==> src/rtl/clk_meter.sv <==
// Measures period and high time of a slow input in clk cycles.
// Optional 4-capture averaging is enabled by defining CLK_METER_AVG4_EN.
//
// Ports:
//   clk, rst  - system clock, asynchronous active-high reset
//   en        - measurement enable
//   sig_in    - waveform under test, asynchronous to clk
//   period_o  - last measured period in clk cycles
//   high_o    - last measured high time in clk cycles
//   valid_o   - one-cycle pulse: period_o/high_o just updated
//   stuck_o   - level: no rising edge within TIMEOUT cycles
module clk_meter #(
  parameter int CNT_W   = 16,
  parameter int TIMEOUT = 50000
) (
  input  logic             clk,
  input  logic             rst,
  input  logic             en,
  input  logic             sig_in,
  output logic [CNT_W-1:0] period_o,
  output logic [CNT_W-1:0] high_o,
  output logic             valid_o,
  output logic             stuck_o
);

  typedef enum logic [1:0] {
    IDLE,
    MEASURE,
    STUCK
  } state_t;

  localparam logic [CNT_W-1:0] TO = CNT_W'(TIMEOUT);

  state_t           state;
  logic             s1;
  logic             s;
  logic             s_d;
  logic             rise;
  logic [CNT_W-1:0] per_cnt;
  logic [CNT_W-1:0] hi_cnt;

  assign rise = s & ~s_d;

`ifdef CLK_METER_AVG4_EN
  logic [CNT_W+1:0] acc_p;
  logic [CNT_W+1:0] acc_h;
  logic [1:0]       n_cap;
  logic [CNT_W+1:0] sum_p;
  logic [CNT_W+1:0] sum_h;

  assign sum_p = acc_p + {2'b00, per_cnt};
  assign sum_h = acc_h + {2'b00, hi_cnt};
`endif

  always_ff @(posedge clk or posedge rst) begin
    if (rst) begin
      state    <= IDLE;
      s1       <= 1'b0;
      s        <= 1'b0;
      s_d      <= 1'b0;
      per_cnt  <= '0;
      hi_cnt   <= '0;
      period_o <= '0;
      high_o   <= '0;
      valid_o  <= 1'b0;
      stuck_o  <= 1'b0;
`ifdef CLK_METER_AVG4_EN
      acc_p    <= '0;
      acc_h    <= '0;
      n_cap    <= '0;
`endif
    end else begin
      s1      <= sig_in;
      s       <= s1;
      s_d     <= s;
      valid_o <= 1'b0;
      if (!en) begin
        // results and stuck flag hold while disabled
        state   <= IDLE;
        per_cnt <= '0;
        hi_cnt  <= '0;
`ifdef CLK_METER_AVG4_EN
        acc_p   <= '0;
        acc_h   <= '0;
        n_cap   <= '0;
`endif
      end else begin
        unique case (state)
          IDLE: begin
            if (rise) begin
              state   <= MEASURE;
              per_cnt <= CNT_W'(1);
              hi_cnt  <= CNT_W'(1);
            end
          end
          MEASURE: begin
            if (rise) begin
              // rise beats timeout in the same cycle
              per_cnt <= CNT_W'(1);
              hi_cnt  <= CNT_W'(1);
`ifdef CLK_METER_AVG4_EN
              if (n_cap == 2'd3) begin
                period_o <= CNT_W'(sum_p >> 2);
                high_o   <= CNT_W'(sum_h >> 2);
                valid_o  <= 1'b1;
                acc_p    <= '0;
                acc_h    <= '0;
                n_cap    <= '0;
              end else begin
                acc_p <= sum_p;
                acc_h <= sum_h;
                n_cap <= n_cap + 2'd1;
              end
`else
              period_o <= per_cnt;
              high_o   <= hi_cnt;
              valid_o  <= 1'b1;
`endif
            end else if (per_cnt == TO) begin
              state   <= STUCK;
              stuck_o <= 1'b1;
`ifdef CLK_METER_AVG4_EN
              acc_p   <= '0;
              acc_h   <= '0;
              n_cap   <= '0;
`endif
            end else begin
              per_cnt <= per_cnt + CNT_W'(1);
              hi_cnt  <= hi_cnt + {{(CNT_W-1){1'b0}}, s};
            end
          end
          STUCK: begin
            if (rise) begin
              state   <= MEASURE;
              stuck_o <= 1'b0;
              per_cnt <= CNT_W'(1);
              hi_cnt  <= CNT_W'(1);
            end
          end
          default: state <= IDLE;
        endcase
      end
    end
  end

endmodule

==> config.mk <==
export PLATFORM = sky130hd
export DESIGN_NAME = clk_meter
export DESIGN_NICKNAME = d
export VERILOG_FILES = /design/src/rtl/clk_meter.sv
export SDC_FILE = /design/constraint.sdc
export NUM_CORES = 1
export LEC_CHECK = 0
export ABC_AREA = 1
export BUFFER_PORTS_ARGS = -buffer_cell sky130_fd_sc_hd__buf_2
export CAP_MARGIN = 20
export CORE_ASPECT_RATIO = 1.75
export CORE_MARGIN = 5
export CORE_UTILIZATION = 60
export DETAILED_ROUTE_END_ITERATION = 8
export GPL_ROUTABILITY_DRIVEN = 1
export PLACE_DENSITY_LB_ADDON = 0.2
export SETUP_SLACK_MARGIN = 0.1
export SYNTH_ARGS = -nofsm -noshare
export SYNTH_HDL_FRONTEND = slang
export SYNTH_SLANG_ARGS = --single-unit
export TNS_END_PERCENT = 100
==> constraint.sdc <==
create_clock -name clk -period 7.1 [get_ports clk]
set_input_delay 1.42 -clock clk [delete_from_list [all_inputs] [get_ports clk]]
set_output_delay 1.42 -clock clk [all_outputs]
set_load 0.03 [all_outputs]
==> impl.org, run 1 <==
** Outcome
- The flow ran to the end, and the final reports show no timing, DRC or antenna violations.

** Power
- Register share of total power :: 0.474
- Internal power comes to 0.669 mW.
- Worst IR Drop VDD :: 0.158 mV
- Dividing total power by cell area gives a power density of 218 nW/um2.
- Of the total power, the share spent switching nets is 0.244.
- The share of total power dissipated in combinational logic is 0.079.
- Leak Pwr :: 1.94 nW
- Total power :: 0.886 mW
- For this design the total switching power over the nets is 0.216 mW.
- The share of total power dissipated in the clock network is 0.447.

** Yosys
- The cell count after synthesis came out at 477.
- Area of the mapped netlist :: 3610 um2
- Synth warn :: 0
- A synthesized cell averages 7.57 um2.
- Yosys reg bits :: 71
- In this run, distinct cell masters in the synthesized netlist total 29.
- Register area share after synthesis :: 0.492
- Counting every net in the synthesized netlist gives 485.

** Timing
- Highest clock frequency the design can meet :: 326 MHz
- Tightest Pin Transition :: 0.875 ns
- After layout, the minimum clock period comes to 3.06 ns.
- Once routing completed, OpenROAD measured the worst setup slack at 4.04 ns.
- The count of final max-slew check failures is 0.
- Setup violations remaining at the end of the flow were counted as 0.
- RSZ-0062 raised after global routing :: false
- Post-route setup TNS :: 0 ns
- Relative slew slack :: 0.417
- Between clock sinks in the finished design, the worst skew comes to 0.00892 ns.
- Final hold viol count :: 0
- Final period utilization :: 0.431
- Worst Hold Margin :: 0.360 ns

** Setup path
- The largest single stage delay on the critical path is 0.47 ns.
- Among all stages on the critical path, the largest delay is contributed by sky130_fd_sc_hd__nand2_2.
- STA classifies the critical path endpoint as a register.
- Of all nets on the critical path, the largest fanout is 30.
- At the worst endpoint, the arrival time is 3.36 ns.
- Among cell families on the critical path, the largest total delay comes from simple AND/OR/NAND/NOR gates.
- The critical path contains buffers and inverters numbering 2 combined.
- The critical path is of the primary input to register type.
- Required time of the critical path :: 7.39 ns
- The worst setup path is launched from a primary input.
- Walking the worst path, the cells encountered are buf_2, nand3_2, nor2_4, nand3_4, nand2_2, inv_2, nand2_4, o21ai_0, nor2_1.

** Clocking
- Cts bufs inserted :: 9
- Post-CTS Hold Buffers :: 0
- The later pin in the worst-skew pair is clocked with a latency of 0.36 ns.
- Clock-pin slew was measured on the worst setup and hold paths at 0.07 ns.
- Maximum clock insertion buffer count :: 2
- Number of buffers inserted to repair setup after CTS :: 0
- H-tree levels :: 3
- Post-CTS repair changed the size of 0 cells.
- Clock tree from TritonCTS :: done
- Num Clock Sinks :: 71
- Cell at the root of the clock tree :: sky130_fd_sc_hd__clkbuf_8

** Global routing
- Via count of the first global-routing pass :: 3,075
- Summed over all layers, the global routing overflow is 0.
- For this run, the total global-route usage over all layers was measured as 0.241.
- Initial antenna violation count :: 0
- Wire length of the first global-routing pass :: 14,200 um
- Entering global routing, the biggest net connects 72 pins.

** Placement
- PortBufs :: 37
- OpenSTA, run right after detailed placement, puts the worst setup slack at 3.68 ns.
- After legalization and detailed placement, the total HPWL measured 5820 um.
- Total cell area at the placement stage :: 3820 um2
- At the end of routability-driven placement, the weighted congestion stood at 0.871.
- In this run, placement finished with an instance count of 577.

** Routing
- Number of DRC violations after detailed routing :: 0
- Dividing the detail-routed via count by the number of cells gives 5.29.
- DRT Wirelength :: 8190 um
- After the first detailed-routing iteration, the DRC count stood at 229.
- The first detailed-routing pass ran for 5 iterations.
- Final ANT Viol Nets :: 0
- Wire length per cell after detailed routing :: 13.8 um
- Total via count after detailed routing :: 3,137

** Floorplanning
- From bottom edge to top edge, the die measures 113 um.
- Measured along the x axis, the die boundary spans 68.6 um.
- The die covers 7730 um2.
- The core region is 5880 um2.
- Number of top-level design ports :: 38
- For this configuration, the core starts out at a cell density of 0.614.
- The floorplan has 37 rows.

** Cells and area
- The finished layout holds 593 standard cells, fillers aside.
- Measured on the finished design, the core utilization comes to 0.691.
- At the end of the flow, the number of nets in the layout was 518.
- Layout cell share with drive strength beyond 1 :: 0.130
- Number of diodes added for antenna fixing :: 0
- After routing the design area is 4060 um2.
- Area Growth Syn to Fin :: 12.5%

** Worst hold path
- Min-Delay Path Class :: register to register

** Flow run
- Maxcap violations :: 0
[cells in the mapped netlist, drive strengths merged]
cell    number  area, um2
nand2      134        513
dfrtp       71       1780
nor2        65        272
inv         60        225
o21ai       55        275
nand3       41        223
nand4       14       87.6
clkbuf      10       37.5
buf          6       45.0
o31ai        5       37.5
a21oi        4       20.0
ha           4       50.1
nor3         2       10.0
and2         1       6.26
and3         1       6.26
clkinv       1       3.75
nand3b       1       7.51
nor4         1       6.26
o211ai       1       7.51
[cell families (layout without fill, tap and decap cells)]
kind of cell    count (synthesis)  after routing  synth area share
compound gates                 65             65            0.0943
fa+ha+maj                       4              4            0.0139
buf+inv                        77            115            0.0863
flops                          71             71             0.492
simple gates                  260            260             0.313
[routing by layer]
metal	vias to the layer above	track usage	share of wire
met2	85	0.394	0.51
met1	1442	0.293	0.40
met4	0	0.142	0.041
met5	-	0	0
li1	1583	-	-
met3	27	0.0310	0.042
[path summary, 6_finish.rpt]
path | slack, ns | from | to | cells after the start
worst max-delay path | 4.04 | en | per_cnt[12]$_DFFE_PP0P_ | 9
worst min-delay path | 0.36 | s1$_DFF_PP0_ | s$_DFF_PP0_ | 0
min in group asynchronous | 1.33 | rst | high_o[7]$_DFFE_PP0N_ | 3
worst min register to register | 0.36 | s1$_DFF_PP0_ | s$_DFF_PP0_ | 0
worst max register to register | 4.54 | state[0]$_DFFE_PP0P_ | per_cnt[12]$_DFFE_PP0P_ | 9
max in group asynchronous | 5.21 | rst | period_o[5]$_DFFE_PP0N_ | 3
[registers in the layout, indices dropped and copies added, names as in the netlist]
signal	count
state	2
period_o	16
valid_o	1
s	1
high_o	16
stuck_o	1
s_d	1
hi_cnt	16
s1	1
per_cnt	16
[cells in the final DEF, fill, tap and decap left out, drive strengths merged]
| cell | instances |
|---|---|
| ha | 4 |
| inv | 60 |
| o21ai | 55 |
| nand3b | 1 |
| nand3 | 41 |
| nor3 | 2 |
| nor2 | 65 |
| o211ai | 1 |
| nor4 | 1 |
| nand4 | 14 |
| bufinv | 3 |
| clkinvlp | 1 |
| dfrtp | 71 |
| clkinv | 3 |
| and3 | 1 |
| nand2 | 134 |
| and2 | 1 |
| clkbuf | 10 |
| a21oi | 4 |
| o31ai | 5 |
| buf | 38 |
[power by group through the flow]
stage,Clock [mW],Sequential [mW],Combinational (mW)
after detailed placement,0,0.428,0.0700
after CTS,0.399,0.420,0.0704
final,0.396,0.420,0.0696
after global routing,0.418,0.422,0.0794
after global placement,0,0.428,0.0675
after floorplan,0,0.434,0.0478
[layout make-up]
cell class	count	area [um2]
multi-input combinational	329	1520
timing repair buffer	38	193
fill	522	1820
clock inverter	6	108
sequential	71	1780
clock buffer	10	138
inverter	61	229
tap	78	97.6
Note: power is estimated with default switching activity, not from simulation.
==> inputs of run 2 (changes only) <==
--- a/config.mk
+++ b/config.mk
@@ -10,7 +10,7 @@
 export CAP_MARGIN = 20
 export CORE_ASPECT_RATIO = 1.75
 export CORE_MARGIN = 5
-export CORE_UTILIZATION = 60
+export CORE_UTILIZATION = 59
 export DETAILED_ROUTE_END_ITERATION = 8
 export GPL_ROUTABILITY_DRIVEN = 1
 export PLACE_DENSITY_LB_ADDON = 0.2
==> constraint.sdc (replaced) <==
create_clock -name clk -period 3.1 [get_ports clk]
set_input_delay 0.62 -clock clk [delete_from_list [all_inputs] [get_ports clk]]
set_output_delay 0.62 -clock clk [all_outputs]
set_load 0.03 [all_outputs]
==> run 2 against run 1 <==
Clock skew hardly changed. Design area down 1.7%. Non-clock buffer count is 1 higher. First-iteration DRC count increased by 2.2%. Via count increased by 0.80%. Largest power group unchanged.
==> impl.org, run 2 (synthesized netlist as in run 1, its figures left out) <==
** Setup path
- In this run the worst path has a maximum fanout of 62.
- The worst setup path is launched from a register.
- The worst setup path is captured at a register.
- The critical path is of the register to register type.
- STA puts the critical path data required time at 3.36 ns.
- Setup slack on the worst reg-to-reg path comes out at 0.68 ns.
- In this run the critical register-to-register path is launched from s$_DFF_PP0_.
- Data arrives at the worst endpoint at 2.68 ns.
- In this run the critical register-to-register path is captured at period_o[2]$_DFFE_PP0N_.
- For the worst flop-to-flop path, the logic depth is 6.

** Worst hold path
- For hold timing, the worst endpoint is s$_DFF_PP0_.
- Min-Delay Startpoint :: s1$_DFF_PP0_
- Min-Delay Path Class :: register to register
- The worst hold path was traced through 0 stages.

** Routing
- Once detail routing completed, the nets flagged for antenna violations numbered 0.
- Via density :: 5.33
- The routed design has 8320 um of wire.
- For this block, the initial DRC count from the detailed router was 234.
- For this run, design rule violations remaining after detail routing come to 0.
- Total via count after detailed routing :: 3,162
- Dividing the detail-routed wire length by the instance count gives 14.0 um.
- Drt pass-1 iters :: 4

** Clocking
- Clock transition at path regs :: 0.07 ns
- Cts repair resizes :: 0
- No sink is reached through more buffers than the 2 on the longest clock path.
- Clock tree from TritonCTS :: done
- In this run, post-CTS hold repair placed 0 buffers.
- Clock latency on the worst-skew pair, taken at its later pin, is 0.36 ns.
- Num Clock Sinks :: 71
- H-tree levels :: 3
- The root buffer cell chosen for the clock tree is sky130_fd_sc_hd__clkbuf_8.
- Number of buffers inserted to repair setup after CTS :: 0
- Cts bufs inserted :: 9

** Global routing
- Entering global routing, the biggest net connects 63 pins.
- Summed over all layers, the global routing overflow is 0.
- The number of global-route vias before repair is 3,228.
- The first global-routing pass estimated 14,700 um of wire.
- Across every metal layer, demand over resource in global routing totals 0.235.
- Initial antenna violation count :: 0

** Cells and area
- From synthesis to final layout, the design area changed by 10.7%.
- Sequential cell area :: 1780 um2
- At the end of the flow, the number of nets in the layout was 519.
- The repair_antennas step left the layout with diodes totalling 0.
- Share of the core filled with cells :: 0.674
- Post-layout instance area :: 4000 um2
- In the final layout, the multi-input gates occupy 1520 um2.
- The library cell used most frequently in the layout, excluding fill and tap cells, is sky130_fd_sc_hd__nand2_1.
- In the final layout, the share of cells above drive strength 1 is 0.122.
- Filler Cells Inserted :: 556
- Leaving out fill and tap cells, the most frequent cells in the layout are sky130_fd_sc_hd__nand2_1, sky130_fd_sc_hd__dfrtp_1, sky130_fd_sc_hd__nor2_1.

** Power
- For this design the total switching power over the nets is 0.469 mW.
- Share of total power in the clock network :: 0.361
- The worst-case IR drop observed on VDD is 0.413 mV.
- Of the total power, the share spent switching nets is 0.267.
- Internal power :: 1.29 mW
- Dividing total power by cell area gives a power density of 441 nW/um2.
- Part of the power in combinational logic :: 0.092
- Of the total power, registers draw 0.547.
- Leak Pwr :: 1.91 nW

** Floorplanning
- The die covers 7840 um2.
- For this design the top-level I/O count stands at 38.
- Effective utilization at floorplan :: 0.609
- Placeable Area :: 5930 um2
- Die H :: 113 um
- The die is 69.1 um wide.
- After floorplanning, the core was divided into 37 placement rows.

** Timing
- In the finished design, the share of the clock period the worst path needs comes to 0.780.
- Headroom to the max-slew limit came out at 0.424.
- At the pin with the least slew margin, the transition time is 0.862 ns.
- Final number of setup-violating endpoints :: 0
- Worst Hold Margin :: 0.351 ns
- The count of final max-slew check failures was 0.
- Once routing completed, OpenROAD measured the worst setup slack at 0.681 ns.
- Highest clock frequency the design can meet :: 413 MHz
- Final hold viol count :: 0
- Min cycle time layout :: 2.42 ns
- The clock arrives with 0.00930 ns of skew.
- Setup repair after global routing left no endpoint under its margin.
- Setup total negative slack on the finished layout was measured at 0 ns.

** Outcome
- Status :: complete, no violations

** Placement
- Routability cong. :: 0.888
- Total cell area at the placement stage :: 3840 um2
- Detailed Place HPWL :: 5940 um
- PortBufs :: 37
- Post-placement worst setup slack :: 0.642 ns

** Flow run
- Maxcap violations :: 0
[run 2: cell types whose count changed in the layout (fill, tap and decap cells not counted), sizes merged]
cell | previous run | this run
clkinv | 3 | 2
clkbuf | 10 | 14
bufinv | 3 | 0
clkinvlp | 1 | 0
buf | 38 | 39
[run 2: final cells by class]
class / instances / area share
clock buffer: 14 / 0.0382
timing repair buffer: 39 / 0.0532
multi-input combinational: 329 / 0.381
inverter: 61 / 0.0573
tap: 78 / 0.0244
sequential: 71 / 0.445
clock inverter: 1 / 0.00125
[run 2: per-stage QoR]
stage                     instances  total power, mW
after floorplan                 477             1.10
after global placement          578             1.14
after detailed placement        578             1.14
after CTS                       593             1.78
after global routing            593             1.84
final                           593             1.76
[run 2: worst max path at each step]
stage / startpoint / end / cells after the start
2_1_floorplan: rst / hi_cnt[0]$_DFFE_PP0P_ / 1
3_3_place_gp: s$_DFF_PP0_ / period_o[13]$_DFFE_PP0N_ / 7
3_5_place_dp: s$_DFF_PP0_ / period_o[2]$_DFFE_PP0N_ / 6
4_1_cts: s$_DFF_PP0_ / period_o[2]$_DFFE_PP0N_ / 6
5_1_grt: s$_DFF_PP0_ / period_o[9]$_DFFE_PP0N_ / 6
6_report: s$_DFF_PP0_ / period_o[2]$_DFFE_PP0N_ / 6
[run 2: per-layer routing]
metal	global-route usage	routed length, um
met4	0.156	299
met5	0	0
met2	0.388	4270
met1	0.274	3400
met3	0.0476	350
[run 2: critical path, stage by stage, from the launching register on]
cell and delay, ns:
sky130_fd_sc_hd__dfrtp_1 0.42, sky130_fd_sc_hd__inv_1 0.09, sky130_fd_sc_hd__nor2_4 0.17, sky130_fd_sc_hd__clkinv_1 0.49, sky130_fd_sc_hd__nor2_2 0.40, sky130_fd_sc_hd__inv_2 0.40
sky130_fd_sc_hd__o21ai_0 0.33
[run 2: power groups by stage]
stage	combinational, mW	sequential, mW	clock [mW]
floorplan	0.110	0.994	0
global placement	0.160	0.979	0
detailed placement	0.163	0.979	0
CTS	0.165	0.962	0.653
global route	0.186	0.965	0.690
finish	0.163	0.962	0.635
==> inputs of run 3 (changes only) <==
==> constraint.sdc (replaced) <==
create_clock -name clk -period 2.25 [get_ports clk]
set_input_delay 0.45 -clock clk [delete_from_list [all_inputs] [get_ports clk]]
set_output_delay 0.45 -clock clk [all_outputs]
set_load 0.03 [all_outputs]
==> run 3 against run 2 <==
Fmax is 22% higher. Die area stayed put. Cell count is 1.3% higher. Utilization is 2.1 points higher. Sequential power is 38% higher. Register-to-register slack worse by 0.41 ns. Combinational power is 50% higher.
==> impl.org, run 3 (synthesized netlist as in run 1, its figures left out) <==
** Clocking
- After clock tree synthesis, the flow added hold-fix buffers numbering 0.
- Num Clock Sinks :: 71
- Post-CTS repair changed the size of 0 cells.
- After clock tree synthesis, the setup repair step added 0 buffers.
- Clock tree from TritonCTS :: done
- The H-tree was split into 3 levels.
- Clock tree synthesis inserted a total of 9 buffers.
- The tree is rooted in a sky130_fd_sc_hd__clkbuf_8.
- Clock transition at path regs :: 0.07 ns
- The clock passes through at most 2 buffers.
- Skew-Pair Late Insertion Delay :: 0.36 ns

** Power
- Total power :: 2.70 mW
- For this design the ratio of total power to cell area is 655 nW/um2.
- Sw Share :: 0.250
- Part of the power in combinational logic :: 0.090
- Share of total power in the clock network :: 0.419
- Of the total power, registers draw 0.491.
- Net Sw Power :: 0.675 mW
- Leak Pwr :: 1.98 nW
- Worst IR Drop VDD :: 0.500 mV
- Cell internal power was estimated by the tool at 2.03 mW.

** Placement
- Post-placement worst setup slack :: 0.314 ns
- Detailed Place HPWL :: 5790 um
- At the end of routability-driven placement, the weighted congestion stood at 0.868.
- PortBufs :: 37
- Total instance count after detailed placement :: 585

** Setup path
- Largest stage delay on the critical path :: 0.42 ns
- Max stage delay cell, worst path :: sky130_fd_sc_hd__dfrtp_1
- STA classifies the critical path endpoint as a register.
- For the worst flop-to-flop path, the logic depth is 11.
- Among cell families on the critical path, the largest total delay comes from simple AND/OR/NAND/NOR gates.
- The critical path contains buffers and inverters numbering 2 combined.
- Crit path max fanout :: 29
- The critical path starts at per_cnt[1]$_DFFE_PP0P_.
- The startpoint identified for the worst register-to-register timing path is per_cnt[1]$_DFFE_PP0P_.
- STA classifies the critical path startpoint as a register.
- In this run the critical register-to-register path is captured at hi_cnt[15]$_DFFE_PP0P_.
- Data on the critical path is required at its endpoint by 2.54 ns.
- The critical path runs through a total of 11 cells.
- Critical path arrival :: 2.27 ns
- Critical Path Sink :: hi_cnt[15]$_DFFE_PP0P_
- Worst R2R Setup Slack :: 0.27 ns
- The critical path is of the register to register type.
- Walking the worst path, the cells encountered are inv_1, ha_1, nand2_1, nor2_1, nand3_4, nand2_2, buf_4, nor2_1, nand2_1, nand2_1, nor2_1.

** Cells and area
- After the flow finishes, the layout carries non-filler instances totaling 601.
- In the final layout, the share of cells above drive strength 1 is 0.143.
- The library cell used most frequently in the layout, excluding fill and tap cells, is sky130_fd_sc_hd__nand2_1.
- Area Growth Syn to Fin :: 14.2%
- For this run, the post-layout net count is 526.
- Number of diodes added for antenna fixing :: 0
- Fill cells in the final layout number 559.
- Most frequent cells in the layout :: sky130_fd_sc_hd__nand2_1, sky130_fd_sc_hd__dfrtp_1, sky130_fd_sc_hd__nor2_1

** Routing
- Violation count after the first detailed-route iteration :: 353
- For this block, the via count after detailed routing is 3,168.
- For this run, design rule violations remaining after detail routing come to 0.
- After detailed routing, the average wire length per cell comes to 13.9 um.
- After detailed routing, the number of vias per cell comes to 5.27.
- Final ANT Viol Nets :: 0
- The first detailed-routing pass ran for 5 iterations.
- The final layout contains routed wiring with a total length of 8340 um.

** Timing
- Tightest Pin Transition :: 0.865 ns
- Subtracting the final worst setup slack from the clock period gives 1.98 ns.
- Setup violations remaining at the end of the flow were counted as 0.
- Relative slew slack :: 0.423
- Final hold viol count :: 0
- Worst Hold Margin :: 0.179 ns
- Post-route worst setup slack :: 0.273 ns
- Adding up every negative setup slack in the final design gives 0 ns.
- Dividing the final minimum period by the clock period gives 0.878.
- Highest clock frequency the design can meet :: 506 MHz
- RSZ-0062 raised after global routing :: false
- The count of final max-slew check failures is 0.
- Clock skew on the completed layout was measured at 0.00474 ns.

** Global routing
- The number of global-route vias before repair was 3,222.
- For this run, the total global-route usage over all layers was measured as 0.225.
- Entering global routing, the biggest net connects 72 pins.
- Total gr overflow :: 0
- Wire length of the first global-routing pass :: 14,200 um
- Initial antenna violation count :: 0

** Outcome
- The flow ran to the end, and the final reports show no timing, DRC or antenna violations.

** Flow run
- Maxcap violations :: 0

** Floorplanning
- The core region is 5930 um2.
- Effective utilization at floorplan :: 0.609
- The initialized floorplan defines 37 standard-cell rows.
- Die H :: 113 um
- Measured along the x axis, the die boundary spans 69.1 um.
- Die Outline Area :: 7840 um2
- For this design the top-level I/O count stands at 38.

** Worst hold path
- The min-delay analysis places its worst path in the category primary input to async pin.
run 3: per-stage QoR:
step                       util  area, um2
after CTS                 0.696       4120
final                     0.696       4120
after floorplan               -       3610
after detailed placement  0.657       3890
after global placement    0.657       3890
after global routing      0.696       4120
run 3: power by group through the flow:
stage                     clock network (mW)  registers (mW)  logic, mW
final                                   1.13            1.33      0.244
after global routing                    1.20            1.33      0.271
after CTS                               1.14            1.33      0.247
after detailed placement                   0            1.35      0.244
after global placement                     0            1.35      0.237
after floorplan                            0            1.37      0.151
run 3: metal layers:
layer  GRT usage  vias up  part of all wire
met5           0        -                 0
met4       0.119        0             0.023
met3      0.0459       14             0.056
met2       0.395       83              0.51
met1       0.254     1477              0.41
li1            -     1594                 -
run 3: how the worst min path moves through the flow:
stage                 startpoint               endpoint  slack [ns]
CTS                       sig_in           s1$_DFF_PP0_        0.19
global route              sig_in           s1$_DFF_PP0_        0.19
detailed placement  s1$_DFF_PP0_            s$_DFF_PP0_        0.35
floorplan           s1$_DFF_PP0_            s$_DFF_PP0_        0.33
finish                       rst  hi_cnt[0]$_DFFE_PP0P_        0.18
global placement    s1$_DFF_PP0_            s$_DFF_PP0_        0.33
run 3: final cells by class:
cell class	count	area [um2]	share of cell area
sequential	71	1780	0.431
multi-input combinational	329	1520	0.369
timing repair buffer	46	265	0.0644
inverter	61	233	0.0565
clock buffer	14	193	0.0468
tap	78	97.6	0.0237
clock inverter	2	35.0	0.00850
run 3: worst reg2reg max path: stages, from the launching register on:
cell and delay [ns]:
sky130_fd_sc_hd__dfrtp_1 0.42, sky130_fd_sc_hd__inv_1 0.11, sky130_fd_sc_hd__ha_1 0.18, sky130_fd_sc_hd__nand2_1 0.07, sky130_fd_sc_hd__nor2_1 0.22, sky130_fd_sc_hd__nand3_4 0.18
sky130_fd_sc_hd__nand2_2 0.11, sky130_fd_sc_hd__buf_4 0.30, sky130_fd_sc_hd__nor2_1 0.11, sky130_fd_sc_hd__nand2_1 0.08, sky130_fd_sc_hd__nand2_1 0.05, sky130_fd_sc_hd__nor2_1 0.09
